### config.mk
export PLATFORM = sky130hd
export DESIGN_NAME = zuzhen_frame_flat
export DESIGN_NICKNAME = d
export VERILOG_FILES = /design/src/rtl/zuzhen_pkg.sv /design/src/rtl/zuzhen_if.sv /design/src/rtl/zuzhen_shifter.sv /design/src/rtl/zuzhen_frame.sv /design/src/flat_wrapper.sv
export SDC_FILE = /design/constraint.sdc
export NUM_CORES = 1
export LEC_CHECK = 0
export CAP_MARGIN = 20
export CORE_MARGIN = 8
export CORE_UTILIZATION = 63
export DETAILED_ROUTE_END_ITERATION = 8
export DONT_BUFFER_PORTS = 1
export HOLD_SLACK_MARGIN = 0.03
export PLACE_DENSITY = 0.76
export SLEW_MARGIN = 10
export SYNTH_ARGS = -nofsm -noshare
export SYNTH_HDL_FRONTEND = slang
export SYNTH_HIERARCHICAL = 1
export SYNTH_SLANG_ARGS = --single-unit
### constraint.sdc
create_clock -name clk -period 2.6 [get_ports clk]
set_clock_uncertainty 0.15 [all_clocks]
set_input_delay 0.39 -clock clk [delete_from_list [all_inputs] [get_ports clk]]
set_output_delay 0.39 -clock clk [all_outputs]
set_load 0.02 [all_outputs]
### src/rtl/zuzhen_pkg.sv
// Shared types and helpers for the zuzhen serial frame assembler.
package zuzhen_pkg;

    typedef enum logic [1:0] {
        ST_HUNT   = 2'd0,
        ST_VERIFY = 2'd1,
        ST_LOCK   = 2'd2
    } zuzhen_state_e;

    localparam logic [15:0] DEFAULT_SYNC = 16'hEB90;

    // Counter width for values 0..n-1, never narrower than one bit.
    function automatic int idx_width(input int n);
        return (n <= 2) ? 1 : $clog2(n);
    endfunction

endpackage

### src/rtl/zuzhen_if.sv
// Serial-in / word-out bundle between the bit source and the frame assembler.
interface zuzhen_if import zuzhen_pkg::*; #(
    parameter int WIDTH = 16,
    parameter int IDX_W = idx_width(32)
);
    logic             din;
    logic             din_valid;
    logic [WIDTH-1:0] dout;
    logic             dout_valid;
    logic             frame_start;
    logic [IDX_W-1:0] word_idx;
    logic             locked;
    logic             sync_err;

    modport master (
        output din, din_valid,
        input  dout, dout_valid, frame_start, word_idx, locked, sync_err
    );

    modport slave (
        input  din, din_valid,
        output dout, dout_valid, frame_start, word_idx, locked, sync_err
    );
endinterface

### src/rtl/zuzhen_shifter.sv
// LSB-first shift register with bit counter; exposes the look-ahead word and word-complete strobe.
module zuzhen_shifter import zuzhen_pkg::*; #(
    parameter int WIDTH = 16
) (
    input  logic             clk,
    input  logic             reset,
    input  logic             i_din,
    input  logic             i_din_valid,
    input  logic             i_bit_clr,
    output logic [WIDTH-1:0] o_nxt,
    output logic             o_word_done
);
    localparam int BW = idx_width(WIDTH);

    logic [WIDTH-1:0] r_shreg;
    logic [BW-1:0]    r_bit_cnt;

    assign o_nxt       = {i_din, r_shreg[WIDTH-1:1]};
    assign o_word_done = i_din_valid && (r_bit_cnt == BW'(WIDTH - 1));

    always_ff @(posedge clk) begin
        if (reset) begin
            r_shreg   <= '0;
            r_bit_cnt <= '0;
        end else if (i_din_valid) begin
            r_shreg <= o_nxt;
            // A sync hit marks the current bit as the last bit of word 0.
            if (i_bit_clr || o_word_done)
                r_bit_cnt <= '0;
            else
                r_bit_cnt <= r_bit_cnt + 1'b1;
        end
    end
endmodule

### src/rtl/zuzhen_frame.sv
// Frame assembler: sync hunt, multi-frame confirmation and flywheel lock.
// Optional polarity correction when ZUZHEN_SYNC_INV_EN is defined.
//
// state  | meaning
// HUNT   | sliding compare of every bit window against the sync word
// VERIFY | sync found, counting frames until CONFIRM_N hits in a row
// LOCK   | aligned, emitting every word; MISS_MAX sync misses drop to HUNT
module zuzhen_frame import zuzhen_pkg::*; #(
    parameter int               WIDTH       = 16,
    parameter int               FRAME_WORDS = 32,
    parameter logic [WIDTH-1:0] SYNC_WORD   = WIDTH'(DEFAULT_SYNC),
    parameter int               CONFIRM_N   = 2,
    parameter int               MISS_MAX    = 3
) (
    input  logic     clk,
    input  logic     reset,
    zuzhen_if.slave  bus
);
    localparam int IDX_W  = idx_width(FRAME_WORDS);
    localparam int HIT_W  = idx_width(CONFIRM_N + 1);
    localparam int MISS_W = idx_width(MISS_MAX + 1);

    localparam logic [1:0] S_HUNT   = ST_HUNT;
    localparam logic [1:0] S_VERIFY = ST_VERIFY;
    localparam logic [1:0] S_LOCK   = ST_LOCK;

    logic [1:0]        r_state;
    logic [IDX_W-1:0]  r_word_cnt;
    logic [HIT_W-1:0]  r_hit_cnt;
    logic [MISS_W-1:0] r_miss_cnt;
    logic [WIDTH-1:0]  r_dout;
    logic              r_dout_valid;
    logic              r_frame_start;
    logic [IDX_W-1:0]  r_word_idx;
    logic              r_sync_err;

    logic [WIDTH-1:0]  w_nxt;
    logic              w_word_done;
    logic              w_hunt_pos;
    logic              w_hunt_neg;
    logic              w_hunt_hit;
    logic              w_inv;
    logic              w_hit;
    logic [WIDTH-1:0]  w_word_out;
    logic [IDX_W-1:0]  w_word_cnt_nx;
    logic [HIT_W-1:0]  w_hit_inc;
    logic [MISS_W-1:0] w_miss_inc;

    zuzhen_shifter #(.WIDTH(WIDTH)) u_shifter (
        .clk         (clk),
        .reset       (reset),
        .i_din       (bus.din),
        .i_din_valid (bus.din_valid),
        .i_bit_clr   (w_hunt_hit && (r_state == S_HUNT)),
        .o_nxt       (w_nxt),
        .o_word_done (w_word_done)
    );

    assign w_hunt_pos = (w_nxt == SYNC_WORD);

`ifdef ZUZHEN_SYNC_INV_EN
    logic r_inv;

    assign w_hunt_neg = (w_nxt == ~SYNC_WORD);
    assign w_inv      = r_inv;

    always_ff @(posedge clk) begin
        if (reset)
            r_inv <= 1'b0;
        else if (bus.din_valid && (r_state == S_HUNT) && w_hunt_hit)
            r_inv <= w_hunt_neg;
    end
`else
    assign w_hunt_neg = 1'b0;
    assign w_inv      = 1'b0;
`endif

    assign w_hunt_hit    = w_hunt_pos || w_hunt_neg;
    assign w_hit         = (w_nxt == (w_inv ? ~SYNC_WORD : SYNC_WORD));
    assign w_word_out    = w_inv ? ~w_nxt : w_nxt;
    assign w_word_cnt_nx = (r_word_cnt == IDX_W'(FRAME_WORDS - 1)) ? '0 : r_word_cnt + 1'b1;
    assign w_hit_inc     = r_hit_cnt + 1'b1;
    assign w_miss_inc    = r_miss_cnt + 1'b1;

    always_ff @(posedge clk) begin
        if (reset) begin
            r_state       <= S_HUNT;
            r_word_cnt    <= '0;
            r_hit_cnt     <= '0;
            r_miss_cnt    <= '0;
            r_dout        <= '0;
            r_dout_valid  <= 1'b0;
            r_frame_start <= 1'b0;
            r_word_idx    <= '0;
            r_sync_err    <= 1'b0;
        end else begin
            r_dout_valid  <= 1'b0;
            r_frame_start <= 1'b0;
            r_sync_err    <= 1'b0;
            if (bus.din_valid) begin
                case (r_state)
                    S_HUNT: begin
                        if (w_hunt_hit) begin
                            r_word_cnt <= IDX_W'(1);
                            r_hit_cnt  <= HIT_W'(1);
                            r_miss_cnt <= '0;
                            r_state    <= (CONFIRM_N == 1) ? S_LOCK : S_VERIFY;
                        end
                    end
                    S_VERIFY: begin
                        if (w_word_done) begin
                            r_word_cnt <= w_word_cnt_nx;
                            if (r_word_cnt == '0) begin
                                if (w_hit) begin
                                    r_hit_cnt <= w_hit_inc;
                                    if (w_hit_inc == HIT_W'(CONFIRM_N)) begin
                                        r_state       <= S_LOCK;
                                        r_dout        <= w_word_out;
                                        r_dout_valid  <= 1'b1;
                                        r_frame_start <= 1'b1;
                                        r_word_idx    <= '0;
                                    end
                                end else begin
                                    r_state   <= S_HUNT;
                                    r_hit_cnt <= '0;
                                end
                            end
                        end
                    end
                    S_LOCK: begin
                        if (w_word_done) begin
                            r_word_cnt <= w_word_cnt_nx;
                            if ((r_word_cnt == '0) && !w_hit) begin
                                r_sync_err <= 1'b1;
                                if (w_miss_inc == MISS_W'(MISS_MAX)) begin
                                    r_state    <= S_HUNT;
                                    r_miss_cnt <= '0;
                                    r_hit_cnt  <= '0;
                                end else begin
                                    // Flywheel: keep the frame timing and still deliver the slot.
                                    r_miss_cnt    <= w_miss_inc;
                                    r_dout        <= w_word_out;
                                    r_dout_valid  <= 1'b1;
                                    r_frame_start <= 1'b1;
                                    r_word_idx    <= r_word_cnt;
                                end
                            end else begin
                                if (r_word_cnt == '0)
                                    r_miss_cnt <= '0;
                                r_dout        <= w_word_out;
                                r_dout_valid  <= 1'b1;
                                r_frame_start <= (r_word_cnt == '0);
                                r_word_idx    <= r_word_cnt;
                            end
                        end
                    end
                    default: r_state <= S_HUNT;
                endcase
            end
        end
    end

    assign bus.dout        = r_dout;
    assign bus.dout_valid  = r_dout_valid;
    assign bus.frame_start = r_frame_start;
    assign bus.word_idx    = r_word_idx;
    assign bus.sync_err    = r_sync_err;
    assign bus.locked      = (r_state == S_LOCK);
endmodule

### src/flat_wrapper.sv
// flat-port wrapper written by rule: the top's interface ports become plain ports
module zuzhen_frame_flat import zuzhen_pkg::*;
#(
    parameter int               WIDTH       = 16,
    parameter int               FRAME_WORDS = 32,
    parameter logic [WIDTH-1:0] SYNC_WORD   = WIDTH'(DEFAULT_SYNC),
    parameter int               CONFIRM_N   = 2,
    parameter int               MISS_MAX    = 3
)
  (clk, reset, bus_din, bus_din_valid, bus_dout, bus_dout_valid, bus_frame_start, bus_word_idx, bus_locked, bus_sync_err);
  zuzhen_if #(.WIDTH(WIDTH), .IDX_W((idx_width((32))))) bus_i ();
  input  logic clk;
  input  logic reset;
  input wire logic [$bits(bus_i.din)-1:0] bus_din;
  input wire logic [$bits(bus_i.din_valid)-1:0] bus_din_valid;
  output wire logic [$bits(bus_i.dout)-1:0] bus_dout;
  output wire logic [$bits(bus_i.dout_valid)-1:0] bus_dout_valid;
  output wire logic [$bits(bus_i.frame_start)-1:0] bus_frame_start;
  output wire logic [$bits(bus_i.word_idx)-1:0] bus_word_idx;
  output wire logic [$bits(bus_i.locked)-1:0] bus_locked;
  output wire logic [$bits(bus_i.sync_err)-1:0] bus_sync_err;
  assign bus_i.din = bus_din;
  assign bus_i.din_valid = bus_din_valid;
  assign bus_dout = bus_i.dout;
  assign bus_dout_valid = bus_i.dout_valid;
  assign bus_frame_start = bus_i.frame_start;
  assign bus_word_idx = bus_i.word_idx;
  assign bus_locked = bus_i.locked;
  assign bus_sync_err = bus_i.sync_err;
  zuzhen_frame #(.WIDTH(WIDTH), .FRAME_WORDS(FRAME_WORDS), .SYNC_WORD(SYNC_WORD), .CONFIRM_N(CONFIRM_N), .MISS_MAX(MISS_MAX)) u_core (.clk(clk), .reset(reset), .bus(bus_i));
endmodule
After elaboration in Yosys (flattened, before gate mapping)
Cells that the tools add are included.
- bits in registers: 55
- input bits: 4
- add/subtract/negate cells: 4
- equal/unequal tests: 19
- multiplexer cells: 52
- bitwise operators: 3
- reductions and logical operators: 19
- operators by type and width (kind ; count):
    $mux 16 ; 7
    $mux 5 ; 10
    $mux 2 ; 16
    $pmux 16 s2 ; 1
    $reduce_and 8->1 ; 3
    $pmux 5 s2 ; 2
    $eq 16x16->1 const B ; 1
    $ne 2x1->1 const B ; 8
    $pmux 2 s3 ; 2
    $mux 1 ; 10
    $eq 2x2->1 const B ; 3
    $ne 3x3->1 const B ; 2
    $reduce_bool 2->1 ; 3
    $add 5x1->5 const B ; 1
    $eq 5x5->1 const B ; 1
    $logic_not 5->1 ; 1
    $reduce_and 5->1 ; 1
    $add 2x1->2 const B ; 2
    $add 4x1->4 const B ; 1
    $eq 4x4->1 const B ; 1
    $mux 4 ; 1
    $pmux 1 s2 ; 2
    $pmux 2 s2 ; 1
    $reduce_and 4->1 ; 1
    11 further kinds ; 16

Logic depth before layout (Yosys ltp)
Gate-level depths: netlist of run 1.
- depth after elaboration: 7
- depth in mapped cells: 10
- depth with buffers taken out: 8

Cells and area by module
The synthesis of run 1 kept the hierarchy.
- modules (own cells, without submodules) (module ; instances ; cells each ; area an instance (µm²) ; sequential area each (µm²)):
    zuzhen_frame ; 1 ; 217 ; 1975.6 ; 700.7
    zuzhen_shifter ; 1 ; 71 ; 723.2 ; 380.4

Worst setup path after synthesis of run 1
Ideal clock, no wire load.
- path kind: register to register
- start: register u_core.u_shifter.r_bit_cnt[0]
- end: register u_core.r_dout[10], in the netlist u_core/bus.dout[10]
- setup time: 132 ps
- data arrival time: 1692 ps
- data required time: 2318 ps
- setup slack: 626 ps
- cell stages (with the launch flop): 10
- buffers on the path: 1
- period minus slack after synthesis: 1974 ps
- cells stage by stage: dfxtp_1 -> ha_1 -> nand4_1 -> inv_1 -> inv_1 -> a21oi_1 -> o21bai_4 -> buf_4 -> o31ai_1 -> a21oi_1
- cells in the longest elaborated chain, start to end: 4
- elaborated cells between the ends (all ways): 5
- classes of those cells: eq/ne (3); reduce/logical (2)
- RTL lines (item ; line ; source):
    start, declared ; zuzhen_shifter.sv:16 ; logic [BW-1:0] r_bit_cnt;
    start signal, assigned ; zuzhen_shifter.sv:31 ; r_bit_cnt <= r_bit_cnt + 1'b1;
    $eq 4x4->1 (*) ; zuzhen_shifter.sv:19 ; assign o_word_done = i_din_valid && (r_bit_cnt == BW'(WIDTH - 1));
    $logic_and 1x1->1 (*) ; zuzhen_shifter.sv:19 ;
    named net u_core.w_word_done ; zuzhen_frame.sv:38 ; logic w_word_done;
    $ne 2x2->1 (no line) or $ne 2x1->1 (tied branches) ; - ;
    $reduce_and 8->1 (no line) (*) ; - ;
    end signal, assigned ; zuzhen_frame.sv:118 ; r_dout <= w_word_out;
    end signal, assigned ; zuzhen_frame.sv:142 ; r_dout <= w_word_out;
    end signal, assigned ; zuzhen_frame.sv:150 ; r_dout <= w_word_out;
    end, declared ; zuzhen_frame.sv:31 ; logic [WIDTH-1:0] r_dout;
Mark *: on every way through the listed nets, which the timed path passes. The rest lies on a longest branch.
A chain may end at the register's enable or synchronous reset.

Worst setup path in the final report of run 1
- start: register u_core.r_word_cnt[0]
- end: register u_core.r_word_idx[4], in the netlist u_core/bus.word_idx[4]
- cells in the longest elaborated chain, start to end: 5
- elaborated cells between the ends (all ways): 8
- classes of those cells: eq/ne (2); mux (3); reduce/logical (3)
- RTL lines (item ; line ; source):
    start, declared ; zuzhen_frame.sv:28 ; logic [IDX_W-1:0] r_word_cnt;
    start signal, assigned ; zuzhen_frame.sv:112 ; r_word_cnt <= w_word_cnt_nx;
    start signal, assigned ; zuzhen_frame.sv:132 ; r_word_cnt <= w_word_cnt_nx;
    $logic_not 5->1 (*) ; zuzhen_frame.sv:113, zuzhen_frame.sv:133 ;
    $logic_and 1x1->1 ; zuzhen_frame.sv:133 ; if ((r_word_cnt == '0) && !w_hit) begin
    $mux 5 ; zuzhen_frame.sv:133 ;
    $mux 5 ; zuzhen_frame.sv:131 ; if (w_word_done) begin
    $pmux 5 s2 ; zuzhen_frame.sv:101 ; case (r_state)
    end signal, assigned ; zuzhen_frame.sv:145 ; r_word_idx <= r_word_cnt;
    end signal, assigned ; zuzhen_frame.sv:153 ; r_word_idx <= r_word_cnt;
    end, declared ; zuzhen_frame.sv:34 ; logic [IDX_W-1:0] r_word_idx;
Every way passes the cells marked *; elsewhere a longest branch is shown, timed or not. The select of a mux whose other input is x is not followed.

==> run summary, run 1 <==
Outcome = completed
Synth Net Count = 300
Asr flop ratio synth = 0%
Worst Path Arrival = 2.41 ns
Pin slew with the least headroom to its limit = 0.524 ns
Cts bufs inserted = 5
Core ar. = 4230 sq um
Port bufs = 0
Most used DFF post-synth = dfxtp_1
Final core occ = 66.0%
Final setup viols = 0
HP Class = in2reg
Hold_sp = reset
Global-route wire length before repair = 9170 um
Synth Register Bits = 54
Hold path depth = 1
Die width = 81.5 um
R2R Setup Slk = 0.28 ns
Vias in the first global route = 1,812
Min cycle time layout = 2.32 ns
Pin count of the biggest net entering global routing = 40
Layout cells sized above 1 = 10.3%
Syn Area/Cell = 9.37 sq um
Sink of the worst hold path = u_core/r_miss_cnt[1]
Initial Util = 63.7%
I/O pin count = 29
Sequential share of the synthesized area = 40.1%
Peak Freq = 432 MHz
Root buf cell = clkbuf_8
Initial drt markers = 277
Worst skew pair latency = 0.31 ns
Initial antenna violation count = 0
Placed wire-length estimate = 3740 um
Setup TNS = 0 ns
Full die area = 6630 sq um
Final hold violations = 0
Maxcap violations = 0
Worst Path Required = 2.69 ns
Residual DRC = 0
CP Launch Type = flop
Post-Synthesis Cells = 288
Critical R2R Launch = u_core/r_word_cnt[0]
Diode count = 0
RSZ-0062 raised after global routing = no
Lkg Pwr = 1.01 nW
Drt wl/cell = 17.0 um
Layout area overhead = 3.52%
Synth warn = 6
Count of cell types in the netlist = 52
Relative slew slack = 65.0%
Most frequent cells in the layout = 54 x dfxtp_1, 27 x nor2_1, 24 x a21oi_1, 23 x mux2i_1, 21 x nand4_1
Commonest non-fill, non-tap cell in the layout = dfxtp_1
Total number of vias = 2,078
Power Dens Cells = 491 nW/um^2
R2R Path End = u_core/bus.word_idx[4]
Router iterations before antenna repair = 4
Clk sinks = 54
R2r worst-path depth = 7
Via-per-instance ratio = 6.22
Peak VDD IR = 407 uV
Critical Path End Type = flop
Cts repair resizes = 0
Period Utilization, post-route = 89.1%
Rows = 24
Kind of critical path = reg2reg
DRT Wirelength = 5680 um
Antenna-violating nets left = 0
CTS max path bufs = 2
Final nets = 293
Chip Height = 81.5 um
Slew Viols, Final = 0
Overflow after GRT = 0
Crit path max fanout = 17
H-Tree Depth = 2
CTS tree = yes
Setup bufs post-CTS = 0
GRT Total Usage = 17.4%
Clock transition at path regs = 0.10 ns
Mapped cell area = 2700 sq um
Routability congestion estimate = 0.803
EDFF count, synth = 0
[flip-flops by register name (all words and copies together), names as in the netlist]
register / flops
u_core/bus.dout: 16
u_core/bus.dout_valid: 1
u_core/bus.frame_start: 1
u_core/bus.sync_err: 1
u_core/bus.word_idx: 5
u_core/r_hit_cnt: 2
u_core/r_miss_cnt: 2
u_core/r_state: 2
u_core/r_word_cnt: 5
u_core/u_shifter/r_bit_cnt: 4
u_core/u_shifter/r_shreg: 15
[how the worst max path moves through the flow]
stage                                        from  slack, ns                      to  depth (start not counted)
global route        u_core/u_shifter/r_bit_cnt[0]       0.12  u_core/bus.word_idx[4]                          8
CTS                 u_core/u_shifter/r_bit_cnt[0]       0.30  u_core/bus.word_idx[4]                          8
global placement    u_core/u_shifter/r_bit_cnt[0]       0.37  u_core/bus.word_idx[4]                          8
finish                       u_core/r_word_cnt[0]       0.28  u_core/bus.word_idx[4]                          7
detailed placement  u_core/u_shifter/r_bit_cnt[0]       0.32  u_core/bus.word_idx[3]                          8
floorplan           u_core/u_shifter/r_bit_cnt[0]       0.63     u_core/bus.dout[10]                          9
[layout make-up]
| class | instances | area (sq um) |
|---|---|---|
| inverters | 13 | 48.8 |
| fillers | 344 | 1440 |
| flip-flops and latches | 54 | 1080 |
| repair buffers | 6 | 60.1 |
| clock inverters | 2 | 17.5 |
| clock buffers | 6 | 82.6 |
| multi-input cells | 201 | 1440 |
| well taps | 52 | 65.1 |
[power breakdown]
group | total (mW) | switching [mW] | internal (mW) | leakage, nW
clock network | 0.505 | 0.285 | 0.220 | 0.0514
logic | 0.0318 | 0.0144 | 0.0174 | 0.520
registers | 0.835 | 0.00431 | 0.831 | 0.435
total | 1.37 | 0.303 | 1.07 | 1.01
[metal layers]
metal,track usage (%),wire length (um)
met1,24.1,2660
met2,25.9,2600
met3,4.70,366
met4,4.82,50
met5,0,0
[logic make-up (layout without fill, tap and decap cells)]
logic type,count (synthesis),count (layout),synth area share (%)
AOI/OAI and AO/OA,63,63,16.2
buffers and inverters,33,27,6.63
muxes,24,24,8.95
and+or+nand+nor,104,104,23.8
adders and majority gates,8,8,3.71
xor gates and xnor gates,2,2,0.649
DFF,54,54,40.1
[per-stage QoR]
step,power (mW),area [sq um],setup slack (ns),cells,hold WS [ns]
3_5_place_dp,0.872,2660,0.323,324,0.316
4_1_cts,1.38,2790,0.301,334,0.0400
3_3_place_gp,0.873,2660,0.373,324,0.316
2_1_floorplan,0.889,2700,0.626,288,0.299
6_report,1.37,2790,0.284,334,0.0439
5_1_grt,1.42,2790,0.120,334,0.0310
[critical path, cell delays in order, from the launching register on]
cell and delay [ns]:
dfxtp_1 0.34, inv_1 0.12, ha_1 0.17, nor4b_4 0.41, and2_4 0.26, o21bai_4 0.18, nor3_4 0.39, mux2i_1 0.23
[synth_stat cells (6+ instances only)]
cell type	n	area, sq um
mux2i_1	23	230
a21oi_1	24	120
nand4_1	21	131
inv_1	13	48.8
o31ai_1	18	135
nand2_1	9	33.8
nor2_1	27	101
buf_4	6	45.0
dfxtp_1	54	1080
nand3_1	10	50.1
ha_1	8	100
nand2b_1	8	50.1
clkbuf_1	6	22.5
[timing repair]
item | CTS | global route
hold buffers | 2 | 0
hold endpoints to repair | 39 | 0
endpoints found under the setup margin | 0 | 0
No activity file was read; power rests on OpenSTA's default activity.
==> inputs of run 2 (changes only) <==
- CORE_UTILIZATION: 63 -> 65
- PLACE_DENSITY: 0.76 -> 0.78
- clock period: 2.6 -> 3 ns (I/O delays scaled with it)
==> run summary, run 2 (synthesis results as in run 1) <==
Slowest stage delay, CP = 0.52 ns
CP Launch Type = flop
Sequential Power Share = 61.5%
Layout area overhead = 2.74%
Cell-internal power = 0.924 mW
H-Tree Depth = 2
Diode count = 0
Lkg Pwr = 0.993 nW
Fin worst setup slack = 0.649 ns
Global-route wire length before repair = 8990 um
Cts bufs inserted = 5
Initial drt markers = 233
Die width = 80.4 um
Logic pwr share = 1.7%
Max FFs per register = 16
Pin count of the biggest net entering global routing = 60
Sw Share = 21.4%
Final nets = 292
Cts repair resizes = 0
Min cycle time layout = 2.35 ns
Commonest non-fill, non-tap cell in the layout = dfxtp_1
Root buf cell = clkbuf_8
P_sw = 0.252 mW
Peak Freq = 425 MHz
Multi-input gate area = 1440 sq um
Setup TNS = 0 ns
Critical R2R Launch = u_core/u_shifter/r_bit_cnt[0]
Seq. cell area = 1080 sq um
Period Utilization, post-route = 78.4%
Crit-path cells = ha_1 -> nand4_1 -> inv_1 -> inv_1 -> a21oi_1 -> o21ba_1 -> nand4_1 -> a21oi_1
Clk sinks = 54
Outcome = completed
Final setup viols = 0
Full die area = 6470 sq um
CP max-delay cell = o21ba_1
Clk network pwr share = 36.8%
Maxcap violations = 0
Hold path depth = 1
Final hold violations = 0
Worst skew pair latency = 0.31 ns
Initial antenna violation count = 0
Overall Power = 1.18 mW
Pin slew with the least headroom to its limit = 0.554 ns
Core ar. = 4000 sq um
Port bufs = 0
Power Dens Cells = 424 nW/um^2
Total number of vias = 2,099
Most frequent cells in the layout = 54 x dfxtp_1, 27 x nor2_1, 24 x a21oi_1, 23 x mux2i_1, 21 x nand4_1
Hold_sp = reset
R2R Path End = u_core/bus.dout[0]
Worst Path Required = 3.09 ns
Overflow after GRT = 0
R2r worst-path depth = 8
Residual DRC = 0
Crit path max fanout = 16
HP Class = in2reg
Relative slew slack = 63.1%
Clock transition at path regs = 0.10 ns
Chip Height = 80.4 um
RSZ-0062 raised after global routing = no
R2R Setup Slk = 0.65 ns
CTS max path bufs = 2
Via-per-instance ratio = 6.34
DRT Wirelength = 5610 um
Critical Path End Type = flop
Initial Util = 67.5%
GRT Total Usage = 17.4%
I/O pin count = 29
Peak VDD IR = 268 uV
Sink of the worst hold path = u_core/r_word_cnt[1]
CTS tree = yes
Placed wire-length estimate = 3770 um
Layout cells sized above 1 = 9.61%
Router iterations before antenna repair = 4
Antenna-violating nets left = 0
Finished Cell Area = 2770 sq um
Drt wl/cell = 16.9 um
Worst Path Arrival = 2.44 ns
Routability congestion estimate = 0.832
Placed Area = 2650 sq um
DP Worst Slack = 0.692 ns
Rows = 23
Kind of critical path = reg2reg
Vias in the first global route = 1,808
Slew Viols, Final = 0
Fillers = 323
[run 2: cell types whose count changed in the layout (fill, tap and decap cells not counted)]
cell	previous run	this run
inv_6	0	1
dlygate4sd3_1	1	2
buf_12	1	0
clkinvlp_4	0	1
buf_4	4	3
clkinv_4	2	0
[run 2: layout make-up]
cell class	instances	area share, %
multi-input combinational	201	51.9
tap	50	2.26
timing repair buffer	5	1.53
sequential	54	39.0
clock buffer	6	2.98
clock inverter	2	0.587
inverter	13	1.76
[run 2: per-layer routing]
layer  vias up  global-route usage, %  share of wire, %
li1       1034                      -                 -
met1      1008                   24.2                48
met2        55                   24.2                45
met3         2                   5.47               7.0
met4         0                   6.55              0.71
met5         -                      0                 0
[run 2: how the worst max path moves through the flow]
stage                                   from  cells after the start                     end
5_1_grt        u_core/u_shifter/r_bit_cnt[0]                      8  u_core/bus.word_idx[4]
2_1_floorplan                  bus_din_valid                      9     u_core/bus.dout[10]
6_report       u_core/u_shifter/r_bit_cnt[0]                      8      u_core/bus.dout[0]
3_3_place_gp   u_core/u_shifter/r_bit_cnt[0]                      8  u_core/bus.word_idx[1]
4_1_cts        u_core/u_shifter/r_bit_cnt[0]                      8  u_core/bus.word_idx[0]
3_5_place_dp   u_core/u_shifter/r_bit_cnt[0]                      8      u_core/bus.dout[0]
[run 2: what timing repair did]
action	4_1_cts	5_1_grt
setup buffers	0	0
endpoints found under the hold margin	0	4
hold buffers	0	2
[run 2: worst max-delay path, delay by kind of cell (launching register included)]
| family | cells | cell delay, ns |
|---|---|---|
| fa+ha+maj | 1 | 0.18 |
| compound gates | 3 | 0.98 |
| simple gates | 2 | 0.31 |
| flops | 1 | 0.38 |
| buf+inv | 2 | 0.28 |
[run 2: power groups by stage]
stage	Combinational [mW]	Sequential (mW)	Clock [mW]
2_1_floorplan	0.0314	0.739	0
3_3_place_gp	0.0154	0.741	0
3_5_place_dp	0.0161	0.740	0
4_1_cts	0.0162	0.724	0.443
5_1_grt	0.0211	0.725	0.468
6_report	0.0197	0.724	0.432
[run 2: through the flow]
step | instances | hold WS, ns | util, %
global placement | 321 | 0.319 | 66.3
finish | 331 | 0.0525 | 69.3
global route | 331 | 0.0325 | 69.3
CTS | 329 | 0.0397 | 68.8
floorplan | 288 | 0.299 | -
detailed placement | 321 | 0.324 | 66.3
